`src/rtl/fetch_unit.sv`:
```
// Pipeline front end: PC register, IF/ID register and a circular
// return-address stack with sticky overflow/underflow reporting.
module fetch_unit #(
  parameter int              PC_W      = 8,
  parameter int              INST_W    = 19,
  parameter int              RAS_DEPTH = 8,
  parameter logic [PC_W-1:0] RESET_PC  = '0
) (
  input  logic                           clk,
  input  logic                           reset,
  output logic [PC_W-1:0]                imem_addr,
  input  logic [INST_W-1:0]              imem_data,
  input  logic                           stall,
  input  logic                           id_branch_taken,
  input  logic                           id_jump,
  input  logic                           id_call,
  input  logic                           id_ret,
  input  logic [PC_W-1:0]                id_target,
  output logic [INST_W-1:0]              id_instruction,
  output logic [PC_W-1:0]                id_pc_plus_one,
  output logic                           id_valid,
  output logic [$clog2(RAS_DEPTH+1)-1:0] ras_count,
  output logic                           ras_overflow,
  output logic                           ras_underflow
);

  localparam int CNT_W = $clog2(RAS_DEPTH + 1);
  localparam int PTR_W = $clog2(RAS_DEPTH);

  // Circular pointer helpers; depth need not be a power of two.
  function automatic logic [PTR_W-1:0] ptr_inc(input logic [PTR_W-1:0] p);
    if (p == PTR_W'(RAS_DEPTH - 1)) return '0;
    return p + 1'b1;
  endfunction

  function automatic logic [PTR_W-1:0] ptr_dec(input logic [PTR_W-1:0] p);
    if (p == '0) return PTR_W'(RAS_DEPTH - 1);
    return p - 1'b1;
  endfunction

  logic [PC_W-1:0]   pc_q, pc_d;
  logic [INST_W-1:0] inst_q, inst_d;
  logic [PC_W-1:0]   pcp1_q, pcp1_d;
  logic              vld_q, vld_d;
  logic [PTR_W-1:0]  wp_q, wp_d;
  logic [CNT_W-1:0]  cnt_q, cnt_d;
  logic              ovf_q, ovf_d;
  logic              unf_q, unf_d;
  logic [PC_W-1:0]   ras_q [RAS_DEPTH];

  logic              honor, do_call, do_ret, redirect;
  logic              ras_empty, ras_full;
  logic [PTR_W-1:0]  top_idx;
  logic [PC_W-1:0]   ret_tgt, pc_plus1;
  logic              wr_en;
  logic [PTR_W-1:0]  wr_idx;

  assign imem_addr      = pc_q;
  assign id_instruction = inst_q;
  assign id_pc_plus_one = pcp1_q;
  assign id_valid       = vld_q;
  assign ras_count      = cnt_q;
  assign ras_overflow   = ovf_q;
  assign ras_underflow  = unf_q;

  // Next-state logic for PC, IF/ID and the stack bookkeeping.
  always_comb begin
    honor     = vld_q & ~stall;
    do_call   = honor & id_call;
    do_ret    = honor & id_ret;
    redirect  = honor & (id_ret | id_jump | id_call | id_branch_taken);
    ras_empty = (cnt_q == '0);
    ras_full  = (cnt_q == CNT_W'(RAS_DEPTH));
    top_idx   = ptr_dec(wp_q);
    ret_tgt   = ras_empty ? RESET_PC : ras_q[top_idx];
    pc_plus1  = pc_q + 1'b1;

    pc_d   = pc_q;
    inst_d = inst_q;
    pcp1_d = pcp1_q;
    vld_d  = vld_q;
    wp_d   = wp_q;
    cnt_d  = cnt_q;
    ovf_d  = ovf_q;
    unf_d  = unf_q;
    wr_en  = 1'b0;
    wr_idx = wp_q;

    // Stall freezes everything; redirect flushes the wrong-path fetch.
    if (!stall) begin
      if (redirect) begin
        pc_d   = id_ret ? ret_tgt : id_target;
        inst_d = '0;
        pcp1_d = '0;
        vld_d  = 1'b0;
      end else begin
        pc_d   = pc_plus1;
        inst_d = imem_data;
        pcp1_d = pc_plus1;
        vld_d  = 1'b1;
      end
    end

    // Call+ret replaces the top in place; on an empty stack it degrades to a push.
    if (do_call && do_ret) begin
      wr_en = 1'b1;
      if (ras_empty) begin
        wr_idx = wp_q;
        wp_d   = ptr_inc(wp_q);
        cnt_d  = CNT_W'(1);
        unf_d  = 1'b1;
      end else begin
        wr_idx = top_idx;
      end
    end else if (do_call) begin
      wr_en  = 1'b1;
      wr_idx = wp_q;
      wp_d   = ptr_inc(wp_q);
      if (ras_full) ovf_d = 1'b1;
      else          cnt_d = cnt_q + 1'b1;
    end else if (do_ret) begin
      if (ras_empty) begin
        unf_d = 1'b1;
      end else begin
        wp_d  = ptr_dec(wp_q);
        cnt_d = cnt_q - 1'b1;
      end
    end
  end

  // Control and pipeline state registers.
  always_ff @(posedge clk or negedge reset) begin
    if (!reset) begin
      pc_q   <= RESET_PC;
      inst_q <= '0;
      pcp1_q <= '0;
      vld_q  <= 1'b0;
      wp_q   <= '0;
      cnt_q  <= '0;
      ovf_q  <= 1'b0;
      unf_q  <= 1'b0;
    end else begin
      pc_q   <= pc_d;
      inst_q <= inst_d;
      pcp1_q <= pcp1_d;
      vld_q  <= vld_d;
      wp_q   <= wp_d;
      cnt_q  <= cnt_d;
      ovf_q  <= ovf_d;
      unf_q  <= unf_d;
    end
  end

  // Stack storage; contents are meaningless until written, so no reset.
  always_ff @(posedge clk) begin
    if (wr_en) ras_q[wr_idx] <= pcp1_q;
  end

endmodule

```
`config.mk`:
```
export PLATFORM = sky130hd
export DESIGN_NAME = fetch_unit
export DESIGN_NICKNAME = d
export VERILOG_FILES = /design/src/rtl/fetch_unit.sv
export SDC_FILE = /design/constraint.sdc
export NUM_CORES = 1
export LEC_CHECK = 0
export CORE_MARGIN = 2
export CORE_UTILIZATION = 29
export DETAILED_ROUTE_END_ITERATION = 8
export MAX_ROUTING_LAYER = met4
export PLACE_DENSITY_LB_ADDON = 0.25
export SLEW_MARGIN = 0
export SYNTH_ARGS = -nofsm -noshare
export SYNTH_HDL_FRONTEND = slang
export SYNTH_SLANG_ARGS = --single-unit
```
`constraint.sdc`:
```
create_clock -name clk -period 4.8 [get_ports clk]
set_input_delay 1.44 -clock clk [delete_from_list [all_inputs] [get_ports clk]]
set_output_delay 1.44 -clock clk [all_outputs]
set_load 0.01 [all_outputs]
```
Yosys cells after proc, flatten, opt, wreduce, memory -nomap -nowiden
Memory sizes are Yosys's and may differ from the RTL's.
Cells that the tools add are included.
{ "word_totals": {"n_memories": 1, "register_bits": 45, "mem_bits_rw": 64, "word_cells": 81, "out_inout_bits": 42} }
{ "memory_table": {"columns": ["name", "words", "word_bits", "rd", "rd_clocked_by_memory_dff", "wr", "line", "source"], "rows": [
  ["ras_q", 8, 8, 1, 0, 1, "49", "logic [PC_W-1:0] ras_q [RAS_DEPTH];"]
]} }
{ "op_classes": {"mux": 43, "add_sub_neg": 5, "eq_ne": 6, "n_reduce_logical": 9, "bitwise": 9} }
{ "ops": {"columns": ["operator", "count"], "rows": [
  ["two-way mux 3 bit", 13],
  ["two-way mux 8 bit", 4],
  ["two-way mux 4 bit", 6],
  ["two-way mux 1 bit", 19],
  ["two-way mux 19 bit", 1],
  ["adder 8 x 1 -> 8 bit (second input constant)", 1],
  ["inequality test 3 x 2 -> 1 bit (second input constant)", 2],
  ["AND reduction 3 bit", 2],
  ["adder 4 x 1 -> 4 bit (second input constant)", 1],
  ["AND 1 bit", 4],
  ["equality test 4 bit (second input constant)", 1],
  ["zero test 4 bit", 1],
  ["AND reduction 4 bit", 1],
  ["subtractor 4 x 1 -> 4 bit (second input constant)", 1],
  ["adder 3 x 1 -> 3 bit (second input constant)", 1],
  ["equality test 3 bit (second input constant)", 1],
  ["zero test 3 bit", 1],
  ["bitwise OR 1 bit", 3],
  ["nonzero test 3 bit", 1],
  ["subtractor 3 x 1 -> 3 bit (second input constant)", 1],
  ["inequality test 2 x 1 -> 1 bit (second input constant)", 1],
  ["inequality test 2 bit (second input constant)", 1],
  ["NOT 1 bit", 2],
  ["AND reduction 2 bit", 1],
  ["other kinds (2)", 2]
]} }

Logic depth before layout (Yosys ltp)
Gate-level depths: netlist (run 1).
{ "logic_depth": {"depth_word": 11, "ltp_mapped": 10, "ltp_nobuf": 7} }

Worst setup path after synthesis (run 1)
OpenSTA, ideal clock, no wires.
{ "synth_path": {"path_type": "input to register", "startpoint": "input port stall", "endpoint": "memory ras_q[1][0], enable pin", "t_arrival_ns": 2.729, "path_slack_ns": 1.701, "path_stages": 5, "path_buffers": 1, "path_cell_list": "buf_2 nand3b_4 nor2_1 mux2_2 nor2_1"} }
{ "synth_between": {"elab_chain_cells": 7, "word_cells_on_any_way": 10, "cone_classes": "5 x mux; 4 x bitwise; 1 x reduce/logical"} }
{ "synth_rtl": {"columns": ["item", "line", "source"], "rows": [
  ["start: declaration", "13", "input logic stall,"],
  ["NOT 1 bit (*)", "68", "honor = vld_q & ~stall;"],
  ["AND 1 bit (*)", "68", null],
  ["AND 1 bit (on tied branches)", "69, 70", null],
  ["two-way mux 1 bit or logical AND 1 bit (tied branches)", "115, 105", null],
  ["two-way mux 1 bit", "105", "if (do_call && do_ret) begin"],
  ["two-way mux 1 bit", "156", "if (wr_en) ras_q[wr_idx] <= pcp1_q;"],
  ["two-way mux 1 bit (not written as such)", "156", null],
  ["end: declaration", "49", null]
]} }
Mark *: on every way between the ends. The rest lies on a longest branch, timed or not.

Worst setup path after layout (run 1)
{ "layout_path": {"startpoint": "input port id_ret", "endpoint": "memory ras_q[6][4], enable pin"} }
{ "layout_between": {"elab_chain_cells": 5, "word_cells_on_any_way": 6, "cone_classes": "4 x mux; 1 x bitwise; 1 x reduce/logical"} }
{ "layout_rtl": {"columns": ["item", "line", "source"], "rows": [
  ["start: declaration", "17", "input logic id_ret,"],
  ["AND 1 bit (*)", "70", "do_ret = honor & id_ret;"],
  ["logical AND 1 bit (*)", "105", null],
  ["two-way mux 1 bit", "105", null],
  ["two-way mux 1 bit", "156", null],
  ["two-way mux 1 bit (not written as such)", "156", null]
]} }
Marked as above.

==> run summary, run 1 <==
Worst vdd ir = 0.218 mV
Worst Skew = 0.00855 ns
Crit path kind = input port to flop
Synth area leader = edfxtp_1
Initial core utilization = 0.296
Total track usage = 0.139
Max-cap violations = 0
Antenna violations before repair = 0
Pwr Density = 552 mW/mm2
Worst R2R Path Depth = 5
Seq/Total Area, Yosys = 0.622
Most frequent cells after synthesis = nand2_1, edfxtp_1, dfrtp_1
Routed WL = 11700 um
CTS tree = done
First-pass GRT wire length = 18400 um
Combinational power share = 0.348
Synth top area cells = edfxtp_1, dfrtp_1, mux4_2
Drt wl/cell = 17.3 um
Sw Pwr = 1.17 mW
Max Root-Sink Buffers = 2
Final hold viol count = 0
Setup crit start = id_ret
Share of the synthesized area in the top cell type = 0.392
Setup_tns = 0 ns
Worst setup SP type = input port
IO Port Bufs = 75
Total gr overflow = 0
H-tree depth = 3
Worst Path Max Fanout = 12
Static Leak = 2.28 nW
Flop pwr share = 0.423
Mean post-synth cell area = 12.7 um2
Critical path endpoint category = flop
Die area = 0.0179 mm2
Routability cong. = 0.814
Pre-antenna DRT Iters = 5
Reg area = 0.00305 mm2
Count leader, synth = nand2_1
Max-slew violation count = 0
Min Hold Slack = 0.488 ns
Design area = 0.00613 mm2
Status = complete, no violations
Crit path DAT = 3.59 ns
Iteration-0 DRC Markers = 301
Reg2reg start = wp_q[0]$_DFFE_PN0P_
Antenna diodes = 0
# fillers = 1576
Post-placement cell count = 661
Slew headroom = 0.298
R2R Path End = ras_q[7][7]$_DFFE_PP_
Fraction of layout instances using a drive strength above 1 = 0.0985
Clock power frac = 0.229
Number of distinct library cells after synthesis = 52
Root buffer cell = clkbuf_16
Critical Path RT = 4.80 ns
Num Clock Sinks = 109
Nets = 493
Tightest Pin Transition = 1.05 ns
#FFs+latches synth = 109
Number of routed nets with antenna violations = 0
DP HPWL = 8120 um
Postcts setup bufs = 0
Largest net degree at the start of global routing = 57
Hold buffers post-CTS = 0
Fin worst setup slack = 1.21 ns
Switching part of the total power = 0.345
Vias per cell = 4.89
Num rows = 47
Area post-placement = 0.00582 mm2
Post-synth net total = 427
Vias in the first global route = 3246
Final Cycle Share = 0.747
Crit path to = ras_q[6][4]$_DFFE_PP_
Fmax = 279 MHz
Non-filler cells, final = 677
Die W = 134 um
Min-Delay Path Class = flop to flop
Syn. warnings = 0
Ys flop type = edfxtp_1
Post-CTS Resized = 0
Min Clock Period, post-route = 3.59 ns
Cell Int Power = 2.22 mW
Ys async rst share = 0.413
Multi-input gate area = 0.00169 mm2
CTS buffer count = 9
Clock Latency Late Sink = 0.35 ns
Pre-CTS WS = 0.858 ns
IO Pins = 76
Hold depth = 2
Number of synthesized flops with an enable pin = 64
DRC = 0
Synth Instances = 386
Area growth syn-to-layout = 25.2%
RSZ-0062 raised after global routing = no
Setup violations, final = 0
R2R setup slack = 1.82 ns
Mapped Area = 0.00490 mm2
Core Region = 0.0165 mm2
CTS clk-pin slew, worst paths = 0.07 ns
Via count = 3310
Chip Height = 134 um
## metal layers
layer / share of wire / track usage / wire length (um)
met5: 0 / - / 0
met3: 0.036 / 0.0265 / 422
met4: 0.014 / 0.0485 / 159
met1: 0.45 / 0.186 / 5320
met2: 0.50 / 0.213 / 5840
## cells in the final DEF (no fill, tap or decap), types with 4 or more instances in the layout
master | synthesis | routed
clkdlybuf4s50_1 | 0 | 73
nand2_1 | 68 | 68
edfxtp_1 | 64 | 64
dfrtp_1 | 45 | 45
o21ai_1 | 22 | 22
nor2_1 | 19 | 19
nand3_1 | 14 | 14
mux4_2 | 14 | 14
a21oi_1 | 10 | 10
inv_1 | 9 | 9
o31ai_1 | 9 | 9
clkbuf_16 | 0 | 9
nor3_1 | 8 | 8
a22oi_1 | 7 | 7
ha_1 | 7 | 7
xnor2_1 | 5 | 5
buf_4 | 0 | 5
xor2_1 | 4 | 4
a21o_1 | 4 | 4
and2_1 | 4 | 4
o21ai_0 | 4 | 4
## power by group through the flow
stage	Sequential, mW	Clock [mW]	Combinational (mW)
3_5_place_dp	1.46	0	1.20
6_report	1.43	0.774	1.18
2_1_floorplan	1.41	0	0.770
4_1_cts	1.44	0.799	1.20
3_3_place_gp	1.45	0	1.19
5_1_grt	1.47	0.842	1.29
## worst max-delay path, stage by stage
cell	delay (ns)
clkdlybuf4s50_1	0.70
o41a_1	0.49
nand3_1	0.17
o31ai_1	0.32
and2_1	0.46
## kinds of logic (layout without fill, tap and decap cells)
kind of cell | count (synthesis) | after routing | synth area share
AND/OR/NAND/NOR | 127 | 127 | 0.116
flip-flops | 109 | 109 | 0.622
AO/OA/AOI/OAI | 79 | 79 | 0.108
buffers and inverters | 34 | 105 | 0.0335
multiplexers | 20 | 20 | 0.0835
XOR/XNOR | 9 | 9 | 0.0161
adder cells (fa/ha/maj) | 8 | 8 | 0.0202
## sequential cells by signal, summed over array words and instances, names as in the netlist
name	flops
id_pc_plus_one	8
id_instruction	19
ras_q	64
ras_overflow	1
ras_count	4
imem_addr	8
ras_underflow	1
id_valid	1
wp_q	3
## worst min-delay path by stage
stage,slack (ns),to,from
6_report,0.49,ras_overflow$_DFFE_PN0P_,ras_overflow$_DFFE_PN0P_
5_1_grt,0.51,ras_overflow$_DFFE_PN0P_,ras_overflow$_DFFE_PN0P_
4_1_cts,0.49,ras_overflow$_DFFE_PN0P_,ras_overflow$_DFFE_PN0P_
3_5_place_dp,0.47,ras_overflow$_DFFE_PN0P_,ras_overflow$_DFFE_PN0P_
3_3_place_gp,0.47,ras_overflow$_DFFE_PN0P_,ras_overflow$_DFFE_PN0P_
2_1_floorplan,0.50,ras_overflow$_DFFE_PN0P_,ras_overflow$_DFFE_PN0P_
## final cells by class
class                   count  share of cell area
inverters                   9             0.00551
well taps                 220              0.0449
multi-input cells         243               0.275
repair buffers             80               0.127
clock inverters             7              0.0137
clock buffers               9              0.0367
flip-flops and latches    109               0.497
## per-stage QoR
| stage | power, mW | utilization |
|---|---|---|
| after detailed placement | 2.65 | 0.352 |
| after CTS | 3.44 | 0.371 |
| final | 3.38 | 0.371 |
| after global placement | 2.64 | 0.352 |
| after floorplan | 2.18 | - |
| after global routing | 3.60 | 0.371 |
Power figures use the tool's default switching activity.
==> run 2: changes to the inputs <==
==> constraint.sdc (replaced) <==
create_clock -name clk -period 3.5 [get_ports clk]
set_input_delay 1.05 -clock clk [delete_from_list [all_inputs] [get_ports clk]]
set_output_delay 1.05 -clock clk [all_outputs]
set_load 0.01 [all_outputs]
==> run 2 against run 1 <==
Effect of this change: via count down 0.91%; sequential share of layout area down 0.31 points; sequential power up 36%; critical endpoint is now ras_q[2][0]$_DFFE_PP_; clock power up 29%; first-iteration DRC count down 15%; core utilization up 0.23 points; total power up 36%; worst setup slack worse by 0.46 ns; final cell count up 1.2%.
==> run summary, run 2 (synthesized netlist as in run 1, its figures left out) <==
Status = complete, no violations (unchanged)
Num rows = 47 (unchanged)
Slowest stage cell, crit path = clkdlybuf4s50_1 (unchanged)
Crit-path max cell delay = 0.55 ns (was 0.70 ns)
Num Clock Sinks = 109 (unchanged)
Via count = 3280 (was 3310)
Worst Path Max Fanout = 8 (was 12)
Clock Latency Late Sink = 0.35 ns (about the same)
Worst vdd ir = 0.359 mV (was 0.218 mV)
DP HPWL = 8350 um (was 8120 um)
Flop pwr share = 0.424 (was 0.423)
Final core occ = 0.373 (was 0.371)
Pre-antenna DRT Iters = 7 (was 5)
Critical Path RT = 3.50 ns (was 4.80 ns)
Final Cycle Share = 0.786
Final Power = 4.60 mW (was 3.38 mW)
Hold buffers post-CTS = 0 (unchanged)
Delay-heaviest family, CP = simple AND/OR/NAND/NOR gates (was compound AO/OA/AOI/OAI gates)
Fraction of layout instances using a drive strength above 1 = 0.114 (was 0.0985)
Slew headroom = 0.302 (was 0.298)
First-pass GRT wire length = 18900 um (was 18400 um)
Vias in the first global route = 3266 (was 3246)
Static Leak = 2.32 nW (was 2.28 nW)
CTS buffer count = 9 (unchanged)
Post-placement cell count = 669 (was 661)
Worst Skew = 0.00860 ns (was 0.00855 ns)
Cell Int Power = 2.99 mW (was 2.22 mW)
Antenna violations before repair = 0 (unchanged)
CTS clk-pin slew, worst paths = 0.07 ns (about the same)
RSZ-0062 raised after global routing = no (unchanged)
Fmax = 364 MHz
Most frequent cells in the layout = clkdlybuf4s50_1, nand2_1, edfxtp_1, dfrtp_1, o21ai_1 (unchanged)
Max-cap violations = 0 (unchanged)
Core Region = 0.0165 mm2 (unchanged)
CTS tree = done (unchanged)
Met3 WL = 375 um (was 422 um)
Min Clock Period, post-route = 2.75 ns
Root buffer cell = clkbuf_16 (unchanged)
Pwr Density = 745 mW/mm2 (was 552 mW/mm2)
Postcts setup bufs = 0 (unchanged)
Tightest Pin Transition = 1.03 ns (was 1.05 ns)
Area growth syn-to-layout = 26.0% (was 25.2%)
DR top layer = met4 (unchanged)
H-tree depth = 3 (unchanged)
Crit path kind = input port to flop (unchanged)
M1 wire length = 5480 um (was 5320 um)
Bufs and invs on worst path = 1 (unchanged)
Cell Chain, Critical Path = clkdlybuf4s50_1 -> o41a_1 -> nor2_1 -> a21oi_1 -> nor2b_1 -> and2_1 (was clkdlybuf4s50_1 -> o41a_1 -> nand3_1 -> o31ai_1 -> and2_1)
Nets = 501 (was 493)
Most common cell after layout, fill and taps aside = clkdlybuf4s50_1 (unchanged)
Routed WL = 11700 um (about the same)
Chip Height = 134 um (unchanged)
Setup_tns = 0 ns (unchanged)
Crit path DAT = 2.75 ns (was 3.59 ns)
Largest register FFs = 64 (unchanged)
Initial core utilization = 0.296 (unchanged)
Vias per cell = 4.79 (was 4.89)
Switching part of the total power = 0.350 (was 0.345)
Post-CTS Resized = 0 (unchanged)
Metal2 WL = 5710 um (was 5840 um)
Die area = 0.0179 mm2 (unchanged)
Max-slew violation count = 0 (unchanged)
Iteration-0 DRC Markers = 256 (was 301)
Clock power frac = 0.218 (was 0.229)
Antenna diodes = 0 (unchanged)
Combinational power share = 0.358 (was 0.348)
Final hold viol count = 0 (unchanged)
Total gr overflow = 0 (unchanged)
Critical path endpoint category = flop (unchanged)
Non-filler cells, final = 685 (was 677)
Number of routed nets with antenna violations = 0 (unchanged)
Worst setup SP type = input port (unchanged)
DRC = 0 (unchanged)
Drt wl/cell = 17.1 um (was 17.3 um)
Setup violations, final = 0 (unchanged)
Min Hold Slack = 0.464 ns (was 0.488 ns)
Die W = 134 um (unchanged)
Min-Delay Path Class = flop to flop (unchanged)
IO Pins = 76 (unchanged)
Sw Pwr = 1.61 mW (was 1.17 mW)
IO Port Bufs = 75 (unchanged)
Max Root-Sink Buffers = 2 (unchanged)
Routability cong. = 0.803 (was 0.814)
Largest net degree at the start of global routing = 52 (was 57)
# fillers = 1575 (was 1576)
Largest Register = ras_q (unchanged)
Total track usage = 0.142 (was 0.139)
[run 2: cell types whose count changed in the layout (fill, tap and decap cells not counted)]
cell / before / now
bufinv_16: 1 / 0
clkinv_4: 0 / 1
inv_8: 1 / 3
clkinv_2: 2 / 1
buf_4: 5 / 13
inv_4: 0 / 1
clkinv_8: 1 / 0
clkinvlp_4: 1 / 0
[run 2: path summary, 6_finish.rpt]
| kind | slack (ns) | startpoint | end | depth (start not counted) |
|---|---|---|---|---|
| setup / recovery | 0.75 | id_ret | ras_q[2][0]$_DFFE_PP_ | 6 |
| hold / removal | 0.46 | ras_overflow$_DFFE_PN0P_ | ras_overflow$_DFFE_PN0P_ | 2 |
| setup reg to reg | 0.93 | ras_count[1]$_DFFE_PN0P_ | ras_q[1][5]$_DFFE_PP_ | 5 |
| hold reg to reg | 0.46 | ras_overflow$_DFFE_PN0P_ | ras_overflow$_DFFE_PN0P_ | 2 |
| max in group asynchronous | 2.00 | reset | id_pc_plus_one[6]$_DFFE_PN0N_ | 1 |
| min in group asynchronous | 0.86 | reset | ras_count[0]$_DFFE_PN0P_ | 1 |
[run 2: area by class of cell]
cell class,count,area (um2),share of cell area
clock buffer,9,225,0.0365
clock inverter,7,62.6,0.0101
inverter,9,33.8,0.00548
multi-input combinational,243,1690,0.273
sequential,109,3050,0.494
tap,220,275,0.0446
timing repair buffer,88,838,0.136
[run 2: power groups by stage]
stage,clock (mW),combinational (mW),sequential (mW)
after floorplan,0,1.06,1.93
final,1.00,1.65,1.95
after detailed placement,0,1.67,1.99
after CTS,1.04,1.68,1.96
after global routing,1.08,1.80,2.00
after global placement,0,1.67,1.98
[run 2: layer usage]
layer	GRT usage	vias to the layer above
met5	-	-
met4	0.0390	0
met3	0.0302	12
met2	0.213	66
met1	0.196	1626
li1	-	1576
[run 2: per-stage QoR]
stage | area, um2 | setup slack (ns)
2_1_floorplan | 4900 | 0.791
3_3_place_gp | 5880 | 0.390
3_5_place_dp | 5880 | 0.364
4_1_cts | 6170 | 0.734
5_1_grt | 6170 | 0.581
6_report | 6170 | 0.750
[run 2: worst min-delay path, cell delays in order, from the launching register on]
cell and delay, ns:
dfrtp_1 0.34, inv_1 0.04, o31ai_1 0.05
